<file path="config.mk">
export PLATFORM = sky130hd
export DESIGN_NAME = mux_logic_unit
export DESIGN_NICKNAME = d
export VERILOG_FILES = /design/src/rtl/mux_logic_unit.sv
export SDC_FILE = /design/constraint.sdc
export NUM_CORES = 1
export LEC_CHECK = 0
export ABC_AREA = 0
export BUFFER_PORTS_ARGS = -buffer_cell sky130_fd_sc_hd__buf_2
export CORE_MARGIN = 4
export CORE_UTILIZATION = 43
export DETAILED_ROUTE_END_ITERATION = 10
export GPL_TIMING_DRIVEN = 0
export PLACE_DENSITY_LB_ADDON = 0.1
export SLEW_MARGIN = 20
export SYNTH_ARGS = -nofsm -noshare
export SYNTH_HDL_FRONTEND = slang
export SYNTH_SLANG_ARGS = --single-unit
</file>
<file path="constraint.sdc">
create_clock -name clk -period 4.2 [get_ports clk]
set_input_delay 0.42 -clock clk [delete_from_list [all_inputs] [get_ports clk]]
set_output_delay 0.42 -clock clk [all_outputs]
set_load 0.05 [all_outputs]
</file>
<file path="src/rtl/mux_logic_unit.sv">
//------------------------------------------------------------------------------
// Module   : mux_logic_unit
// Brief    : Two-stage valid/ready pipeline; each result bit is a 2:1 mux on A[i].
// Revision : 1.0 - initial release
//------------------------------------------------------------------------------
`default_nettype none

module mux_logic_unit #(
  parameter int WIDTH = 8,
  parameter int CNT_W = 16
) (
  input  logic             clk,
  input  logic             rst_n,
  input  logic             in_valid,
  output logic             in_ready,
  input  logic [WIDTH-1:0] in_a,
  input  logic [WIDTH-1:0] in_b,
  input  logic [2:0]       in_op,
  output logic             out_valid,
  input  logic             out_ready,
  output logic [WIDTH-1:0] out_y,
  output logic             out_zero,
  output logic             out_parity,
  output logic [CNT_W-1:0] op_count
);

  localparam logic [2:0] c_op_and   = 3'd0;
  localparam logic [2:0] c_op_or    = 3'd1;
  localparam logic [2:0] c_op_nand  = 3'd2;
  localparam logic [2:0] c_op_nor   = 3'd3;
  localparam logic [2:0] c_op_xor   = 3'd4;
  localparam logic [2:0] c_op_xnor  = 3'd5;
  localparam logic [2:0] c_op_pass  = 3'd6;
  localparam logic [CNT_W-1:0] c_cnt_max = {CNT_W{1'b1}};

  logic             r_s1_valid;
  logic [WIDTH-1:0] r_s1_a;
  logic [WIDTH-1:0] r_s1_b;
  logic [2:0]       r_s1_op;
  logic             r_s2_valid;
  logic [WIDTH-1:0] r_s2_y;
  logic             r_s2_zero;
  logic             r_s2_parity;
  logic [CNT_W-1:0] r_op_count;

  logic             w_s2_free;
  logic             w_s1_adv;
  logic             w_in_acc;
  logic             w_out_xfer;
  logic [WIDTH-1:0] w_d0;
  logic [WIDTH-1:0] w_d1;
  logic [WIDTH-1:0] w_y;

  assign w_s2_free  = !r_s2_valid || out_ready;
  assign w_s1_adv   = r_s1_valid && w_s2_free;
  assign in_ready   = !r_s1_valid || w_s2_free;
  assign w_in_acc   = in_valid && in_ready;
  assign w_out_xfer = r_s2_valid && out_ready;

  // Mux data inputs per function: y[i] = A[i] ? D1[i] : D0[i]
  always_comb begin
    w_d0 = '0;
    w_d1 = '0;
    case (r_s1_op)
      c_op_and:  begin w_d0 = '0;       w_d1 = r_s1_b;   end
      c_op_or:   begin w_d0 = r_s1_b;   w_d1 = '1;       end
      c_op_nand: begin w_d0 = '1;       w_d1 = ~r_s1_b;  end
      c_op_nor:  begin w_d0 = ~r_s1_b;  w_d1 = '0;       end
      c_op_xor:  begin w_d0 = r_s1_b;   w_d1 = ~r_s1_b;  end
      c_op_xnor: begin w_d0 = ~r_s1_b;  w_d1 = r_s1_b;   end
      c_op_pass: begin w_d0 = '0;       w_d1 = '1;       end
      default:   begin w_d0 = '1;       w_d1 = '0;       end
    endcase
  end

  assign w_y = (r_s1_a & w_d1) | (~r_s1_a & w_d0);

  always_ff @(posedge clk or negedge rst_n) begin
    if (!rst_n) begin
      r_s1_valid <= 1'b0;
      r_s1_a     <= '0;
      r_s1_b     <= '0;
      r_s1_op    <= '0;
    end else begin
      r_s1_valid <= w_in_acc || (r_s1_valid && !w_s1_adv);
      if (w_in_acc) begin
        r_s1_a  <= in_a;
        r_s1_b  <= in_b;
        r_s1_op <= in_op;
      end
    end
  end

  always_ff @(posedge clk or negedge rst_n) begin
    if (!rst_n) begin
      r_s2_valid  <= 1'b0;
      r_s2_y      <= '0;
      r_s2_zero   <= 1'b0;
      r_s2_parity <= 1'b0;
    end else begin
      r_s2_valid <= w_s1_adv || (r_s2_valid && !out_ready);
      if (w_s1_adv) begin
        r_s2_y      <= w_y;
        r_s2_zero   <= (w_y == '0);
        r_s2_parity <= ^w_y;
      end
    end
  end

  always_ff @(posedge clk or negedge rst_n) begin
    if (!rst_n) begin
      r_op_count <= '0;
    end else if (w_out_xfer && (r_op_count != c_cnt_max)) begin
      r_op_count <= r_op_count + 1'b1;
    end
  end

  assign out_valid  = r_s2_valid;
  assign out_y      = r_s2_y;
  assign out_zero   = r_s2_zero;
  assign out_parity = r_s2_parity;
  assign op_count   = r_op_count;

endmodule

`default_nettype wire

</file>
==> impl_metrics.toml <==
[timing]
final_min_period_over_clock_period_pct = 60.89
rsz0062_at_grt = "no"
final_hold_viol_count = 0
period_needed_ns = 2.557
timing.fmax_mhz = 391.0
holdWs_ns = 0.1015
report.final.slew_viol_count = 0
worst_clock_skew_ns = 0.003628
setup_viol = 0
max_slew.worst_pin.slew_ns = 0.5898
finalSetupTns_ns = 0
max-slew-margin-rel_pct = 60.68

[global_route]
antenna_found_initial = 0
via_count_of_the_first_global_routing_pass = 2148
grt_start_max_net_pins = 48
grt_first_pass_wirelength_mm = 10.85
globalRouteTotalUtil_pct = 17.87
grt-ovfl-total = 0

[floorplanning]
pin_count = 51
die_h_um = 89.04
die-area_um2 = 7928
die_w_um = 89.04
rows = 29
core_um2 = 6350
initial_core_util_pct = 44.47

[run_status]
outcome = "finished clean"

[routing]
drt-total-wl_mm = 6.661
route.top_layer_used = "met4"
drt-pass1-iter-count = 4
avgRoutedWirePerCell_um = 16.29
drt_iter0_markers = 93
wl_met3_um = 393
post_drt_via_cell_ratio = 5.699
drc = 0
antenna_violating_nets_post_route = 0
detailroute.wirelength.met2_mm = 2.898
detail_route.wirelength.met1_mm = 3.288
via_count = 2331

[synthesis]
mappedNetlistArea_um2 = 2824
synth_compound_gate_area_share_pct = 14.89
syn_nets = 302
postSynthAreaPerCell_um2 = 10.31
post_synth_num_cell_types = 34
yosysTopAreaCellShare_pct = 41.65
area_share_of_fa_ha_maj_cells_after_synthesis_pct = 2.215
synth_seq_cells = 47
post_synth_mux_area_share_pct = 7.975
yosys.area_share.xor_xnor_pct = 8.064
synth_top_cells_by_area = "dfrtp_1 42%, mux2_2 8.0%, xor2_1 6.2%"
synth_top_cell_by_area = "dfrtp_1"
synth_top_family_by_area = "simple AND/OR/NAND/NOR gates"
synth_simple_gate_area_share_pct = 21.75
synthesized_instance_count = 274
synth_sequential_area_ratio_pct = 41.65
synthesis.yosys.warnings = 0

[clock_network]
cts_tree = "yes"
clkTransAtPathRegs_ns = 0.09
cts_buffers = 5
cts.sinks = 47
post_cts_hold_buffer_count = 0
cts_repair_resize_count = 0
root_buffer = "clkbuf_8"
worstSkewPairLatency_ns = 0.30
clock_path_buffers = 2
cts_setup_buffers = 0
htree_levels = 2

[worst_setup_path]
critical_path.max_fanout = 10
worstSetupPathType = "reg -> reg"
r2r_cells = 9
critical_path_arrival_ns = 2.73
worst_setup_path_start_kind = "flop"
worst_ep_required_time_ns = 4.38
setup.worst_path.end_class = "flop"

[place]
gpl.final_weighted_congestion = 0.8565
port_buffers = 50
hpwl_mm = 4.848

[job]
max_cap_violations = 0

[power]
irDropWorstVdd_v = 0.0003286
power.density_nw_per_um2 = 508.5
leakage_nw = 1.433
fin_total_pwr_w = 0.001662

[final_layout]
finish.utilization_pct = 51.47
layout_cell_share_with_drive_strength_beyond_1_pct = 27.11
antenna_cells_inserted = 0
fin_nets = 359
flow.area_growth_from_synthesis_pct = 15.73

[min_path]
hp-class = "in -> async"
## layer usage
layer	global-route usage (%)	vias up
li1	-	1137
met1	26.89	1129
met2	26.38	60
met3	3.226	5
met4	4.871	0
met5	0	-
## registers in the layout, summed over array words and instances (netlist names)
name	cells
r_s1_b	8
r_s1_op	3
out_y	8
op_count	16
r_s1_valid	1
out_zero	1
r_s1_a	8
out_valid	1
out_parity	1
## area by class of cell
class                      instances  area, um^2
fill                             567        3082
multi-input combinational        204        1550
sequential                        47        1176
timing repair buffer              50       252.7
tap                               77       96.34
buffer                            22       93.84
clock buffer                       7       86.33
clock inverter                     1       8.758
inverter                           1       3.754
## worst paths after layout
| check | slack [ns] | from | end |
|---|---|---|---|
| setup / recovery | 1.64 | r_s1_op[2] | out_parity |
| hold / removal | 0.10 | rst_n | out_y[5] |
| setup reg to reg | 1.64 | r_s1_op[2] | out_parity |
| hold reg to reg | 0.48 | out_parity | out_parity |
| max in group asynchronous | 3.68 | rst_n | r_s1_b[6] |
| min in group clk | 0.32 | in_valid | r_s1_valid |
## metrics by stage
step	setup slack (ns)	instance area, um^2	cells
after floorplan	1.808	2824	274
after global placement	1.763	3171	401
after detailed placement	1.692	3171	401
after CTS	1.677	3266	409
after global routing	1.357	3268	409
final	1.643	3268	409
## worst max-delay path, stage by stage (launching register included)
cell and delay [ns]:
dfrtp_1 0.45, clkbuf_1 0.27, nand2b_1 0.33, o21ai_0 0.11
o21ai_0 0.38, nand3_1 0.14, ha_1 0.33, xnor2_1 0.21
xnor2_1 0.14, o21ai_0 0.08
## where the power goes
part | internal, W | switching [W] | leakage, nW
clock | 0.000135 | 0.000156 | 0.0484
combinational | 0.000255 | 0.000489 | 0.811
sequential | 0.000541 | 0.0000852 | 0.574
## kinds of logic (layout without fill, tap and decap cells)
| family | after synthesis | after routing |
|---|---|---|
| muxes | 20 | 20 |
| adders and majority gates | 5 | 5 |
| DFF | 47 | 47 |
| xor gates and xnor gates | 26 | 26 |
| buffers and inverters | 23 | 81 |
| and+or+nand+nor | 95 | 95 |
| AOI/OAI and AO/OA | 58 | 58 |
## cells in the final DEF, fill, tap and decap left out, types with 2 or more instances in the layout
cell type / instances
nor4_1: 2
dfrtp_1: 47
a32o_1: 8
nand2_1: 9
xor2_1: 20
nor3_2: 3
clkbuf_8: 6
o21a_1: 8
nand3b_1: 9
and2_1: 10
xnor2_1: 6
o21ai_0: 18
ha_1: 5
nor2b_1: 9
nor3_1: 2
nor2_1: 11
a2111oi_0: 16
nand2b_1: 4
nand3_1: 13
nand4_1: 5
and4b_1: 8
mux2_2: 20
buf_2: 52
nor4b_1: 3
clkbuf_1: 19
a31oi_1: 8
## synth_stat cells (all sizes together)
| library cell | instances |
|---|---|
| buf | 4 |
| nand2 | 9 |
| nor2 | 11 |
| xnor2 | 6 |
| and4b | 8 |
| or2 | 1 |
| nand3b | 9 |
| nand3 | 13 |
| xor2 | 20 |
| mux2 | 20 |
| nand4 | 6 |
| or4 | 1 |
| o21ai | 18 |
| clkbuf | 18 |
| nor4 | 3 |
| a32o | 8 |
| and3 | 1 |
| and4 | 1 |
| ha | 5 |
| and2 | 10 |
| nor4b | 3 |
| nand2b | 4 |
| nor2b | 9 |
| dfrtp | 47 |
| a2111oi | 16 |
| nor3b | 1 |
| a31oi | 8 |
| o21a | 8 |
| inv | 1 |
| nor3 | 5 |
(Power assumes the default switching activity.)
